File: src/rtl/unfilter_pipe.sv
// unfilter_pipe: elastic inverse of the Filter encoder chain.
// Each stage rotates the {parity,data} word right by one bit as it enters the stage register.
module unfilter_pipe #(
    parameter int unsigned WIDTH  = 16,
    parameter int unsigned STAGES = 2
) (
    input  logic             clk,
    input  logic             reset,
    input  logic [WIDTH-1:0] io_y_data,
    input  logic             io_y_parity,
    input  logic             io_y_valid,
    output logic             io_y_ready,
    output logic [WIDTH-1:0] io_x_data,
    output logic             io_x_parity,
    output logic             io_x_valid,
    input  logic             io_x_ready,
    output logic [15:0]      io_count
);
    localparam int unsigned CNT_W = 16;

    logic [STAGES-1:0]            r_valid;
    logic [STAGES-1:0]            r_parity;
    logic [STAGES-1:0][WIDTH-1:0] r_data;
    logic [CNT_W-1:0]             r_count;

    logic [STAGES-1:0]            w_ready;
    logic [STAGES-1:0]            w_src_valid;
    logic [STAGES-1:0]            w_src_parity;
    logic [STAGES-1:0][WIDTH-1:0] w_src_data;
    logic [STAGES-1:0][WIDTH-1:0] w_nxt_data;
    logic [STAGES-1:0]            w_nxt_parity;
    logic                         w_out_fire;

    // Stage k can load when any stage from k downstream holds a bubble or the consumer drains.
    always_comb begin
        logic v_acc;
        w_ready = '0;
        v_acc   = 1'b0;
        for (int unsigned k = 0; k < STAGES; k++) begin
            v_acc = io_x_ready;
            for (int unsigned j = k; j < STAGES; j++) begin
                v_acc = v_acc | ~r_valid[j];
            end
            w_ready[k] = v_acc;
        end
    end

    for (genvar g = 0; g < STAGES; g++) begin : g_stage
        if (g == 0) begin : g_head
            assign w_src_valid[g]  = io_y_valid;
            assign w_src_parity[g] = io_y_parity;
            assign w_src_data[g]   = io_y_data;
        end else begin : g_chain
            assign w_src_valid[g]  = r_valid[g-1];
            assign w_src_parity[g] = r_parity[g-1];
            assign w_src_data[g]   = r_data[g-1];
        end
        assign w_nxt_data[g]   = {w_src_parity[g], w_src_data[g][WIDTH-1:1]};
        assign w_nxt_parity[g] = w_src_data[g][0];
    end

    assign w_out_fire = r_valid[STAGES-1] & io_x_ready;

    // Stage registers and handshake counter; reset wins over any concurrent handshake.
    always_ff @(posedge clk) begin
        if (reset) begin
            r_valid  <= '0;
            r_parity <= '0;
            r_data   <= '0;
            r_count  <= '0;
        end else begin
            for (int unsigned k = 0; k < STAGES; k++) begin
                if (w_ready[k]) begin
                    r_valid[k]  <= w_src_valid[k];
                    r_parity[k] <= w_nxt_parity[k];
                    r_data[k]   <= w_nxt_data[k];
                end
            end
            if (w_out_fire) begin
                r_count <= r_count + CNT_W'(1);
            end
        end
    end

    assign io_y_ready  = w_ready[0];
    assign io_x_valid  = r_valid[STAGES-1];
    assign io_x_data   = r_data[STAGES-1];
    assign io_x_parity = r_parity[STAGES-1];
    assign io_count    = r_count;

endmodule

File: config.mk
export PLATFORM = sky130hd
export DESIGN_NAME = unfilter_pipe
export DESIGN_NICKNAME = d
export VERILOG_FILES = /design/src/rtl/unfilter_pipe.sv
export SDC_FILE = /design/constraint.sdc
export NUM_CORES = 1
export LEC_CHECK = 0
export CORE_MARGIN = 2
export CORE_UTILIZATION = 48
export CTS_CLUSTER_SIZE = 30
export DETAILED_ROUTE_END_ITERATION = 16
export PLACE_DENSITY = 0.82
export SETUP_SLACK_MARGIN = 0.2
export SYNTH_ARGS = -nofsm -noshare
export SYNTH_HDL_FRONTEND = slang
export SYNTH_SLANG_ARGS = --single-unit
File: constraint.sdc
create_clock -name clk -period 1.75 [get_ports clk]
set_input_delay 0.4375 -clock clk [delete_from_list [all_inputs] [get_ports clk]]
set_output_delay 0.4375 -clock clk [all_outputs]
set_load 0.01 [all_outputs]
==> out/results.ini <==
[status]
status = completed

[grt]
antenna_found_initial = 0
grt_util_all_layers_pct = 18.1
gr-total-overflow = 0
grt_first_pass_wirelength_microns = 7310
grt_start_max_net_pins = 19
grt_pass1_vias = 1588

[worst_setup_path]
critical_path.cell_chain = nor2b_4 > and2_4 > inv_8 > buf_6
critPathLaunchType = flop
cpPeakStageDelay_ps = 330
critPathMaxFanout = 2
reg2reg_to = io_count[14]
worstPathRequired_ps = 1310
rrSetupSlack_ps = 310
r2r_start = io_count[0]
crit_type = flop to output port
critPathSlowestCell = dfxtp_2
rr_worst_depth = 5
cp.arrival_ps = 1090
endpoint_kind = output port

[power]
power_frac_seq_pct = 55.6
power_uw = 2250
netSwitchingPower_uw = 494
p_clk_share_pct = 35.7
power.leakage_uw = 0.00120
ir_worst_vdd_mv = 0.518
power_density_nw_per_um2 = 799
p_int_uw = 1750
p_comb_share_pct = 8.7
swShare_pct = 22.0

[finish]
synthToLayoutAreaGrowth_pct = 27.3
num-fill-cells = 398
antenna_cells = 0
final_cell_mix = nand2_1, dfxtp_1, dlygate4sd2_1
final_nets = 332
final_util_pct = 64.1
final_common_cell = nand2_1
drive_gt1_share_pct = 21.2

[die]
pin_count = 56
die_height_microns = 71.8
die_area_sq_um = 5160
coreArea_sq_um = 4380
die_w_microns = 71.8
rows = 24
initial_core_util_pct = 50.4

[timing]
period_minus_slack_ps = 1530
setup_violations = 0
max_freq_mhz = 654
tightest_slew_ps = 348
grt_setup_unrepaired = yes
finalCritPeriodShare_pct = 87.4
maxSlewViolCount = 0
fin_worst_skew_ps = 10.6
hold_violations = 0
slew_headroom_pct = 76.6

[drt]
drc_errors = 0
via_count = 1808
drt_wl_total_microns = 4300
drt-wirelength-per-cell_microns = 11.8
antenna_left = 0
viasPerCell = 4.98
firstDrtPassIters = 6
drt_iter0_drc = 46

[placed_design]
dp_hpwl_microns = 3130
gp_congestion = 0.736
io_buffers = 55

[clocking]
cts_sinks = 52
cts_root_buf = clkbuf_8
path_clk_slew_ps = 90
cts_tree = done
clk_path_buf_depth = 2
insertion_delay_ps = 310
numCtsBuffers = 5
htreeDepth = 2
cts_setup_buffers = 0
holdBufCountCts = 0

[min_path]
whs_endpoint = io_x_data[9]
hold_path.class = flop to flop
min-delay-start = io_x_data[9]
hold_path_depth = 2

[logic_synthesis]
ys_seq_elements = 52
ys_warn_count = 0
synth_area_per_cell_sq_um = 8.46
syn_nets = 283
synthesis.area_sq_um = 2210
synthesis.instances = 261
ys_seq_area_share_pct = 47.1
yosysUniqueCellTypes = 34

[run]
maxCapViolCount = 0

## synth_stat cells, drive strengths merged
cell type	instances	area [sq um]
nand2b	1	6.26
xor2	2	17.5
ha	1	12.5
nor2b	2	12.5
xnor2	7	61.3
nand4	4	31.3
buf	28	218
nor3	5	35.0
dfxtp	52	1040
nand3	5	25.0
nand2	75	307
a21oi	39	229
o21ai	2	10.0
clkbuf	1	3.75
and3	1	6.26
nor2	18	67.6
nor4	3	18.8
a211oi	1	7.51
or3	2	12.5
or2b	1	7.51
mux2	1	11.3
a31o	3	26.3
and2	2	15.0
inv	5	26.3
## critical path, delay by kind of cell, from the launching register on
kind,cells,cell delay [ps]
DFF,1,330
and+or+nand+nor,2,310
buffers and inverters,2,140
## worst max-delay path by stage
stage,start,end,slack (ps)
after global placement,io_x_ready,io_y_ready,-450
final,r_valid[1],io_y_ready,220
after global routing,r_valid[1],io_y_ready,170
after CTS,r_valid[1],io_y_ready,210
after detailed placement,io_x_ready,io_y_ready,-440
after floorplan,io_count[0],io_count[14],210
## state kept, by name (all words and copies together), names as in the netlist
| name | flops |
|---|---|
| io_count | 16 |
| io_x_data | 16 |
| r_data | 16 |
| r_parity | 2 |
| r_valid | 2 |
## final cells by class
type | instances | area, sq um | area share (%)
clock buffer | 6 | 72.6 | 2.58
clock inverter | 2 | 35.0 | 1.25
inverter | 5 | 26.3 | 0.935
multi-input combinational | 175 | 927 | 33.0
sequential | 52 | 1060 | 37.7
tap | 52 | 65.1 | 2.32
timing repair buffer | 71 | 626 | 22.3
## routing by layer
| metal | track usage, % | routed length, microns | vias to the layer above |
|---|---|---|---|
| met2 | 29.1 | 2020 | 36 |
| met5 | 0 | 0 | - |
| met1 | 23.1 | 1990 | 837 |
| li1 | - | - | 930 |
| met4 | 6.29 | 59 | 0 |
| met3 | 5.49 | 229 | 5 |
## logic make-up (layout without fill, tap and decap cells)
logic type | after synthesis | count (layout) | share of synthesized area, %
mux | 1 | 1 | 0.510
simple gates | 119 | 119 | 24.6
fa+ha+maj | 1 | 1 | 0.566
xor+xnor | 9 | 9 | 3.57
flops | 52 | 52 | 47.1
compound gates | 45 | 45 | 12.4
buf+inv | 34 | 84 | 11.2
## per-stage QoR
step | hold slack [ps] | setup WS, ps | TNS [ps] | instance area (sq um) | instances
after floorplan | 432 | 212 | 0 | 2210 | 261
after global placement | 440 | -452 | -2640 | 2720 | 355
after detailed placement | 443 | -442 | -2880 | 2720 | 355
after CTS | 452 | 213 | 0 | 2810 | 363
after global routing | 474 | 173 | 0 | 2810 | 363
final | 450 | 221 | 0 | 2810 | 363
## power by group through the flow
stage	clock network [uW]	logic, uW	registers [uW]
2_1_floorplan	0	120	1280
3_3_place_gp	0	206	1280
3_5_place_dp	0	211	1280
4_1_cts	822	198	1250
5_1_grt	863	217	1250
6_report	802	195	1250
## repair_timing
| action | in CTS | in global routing |
|---|---|---|
| pin swaps | 1 | 0 |
| endpoints found under the setup margin | 44 | 2 |
| gates resized for setup | 54 | 1 |
No activity file was read; power rests on OpenSTA's default activity.
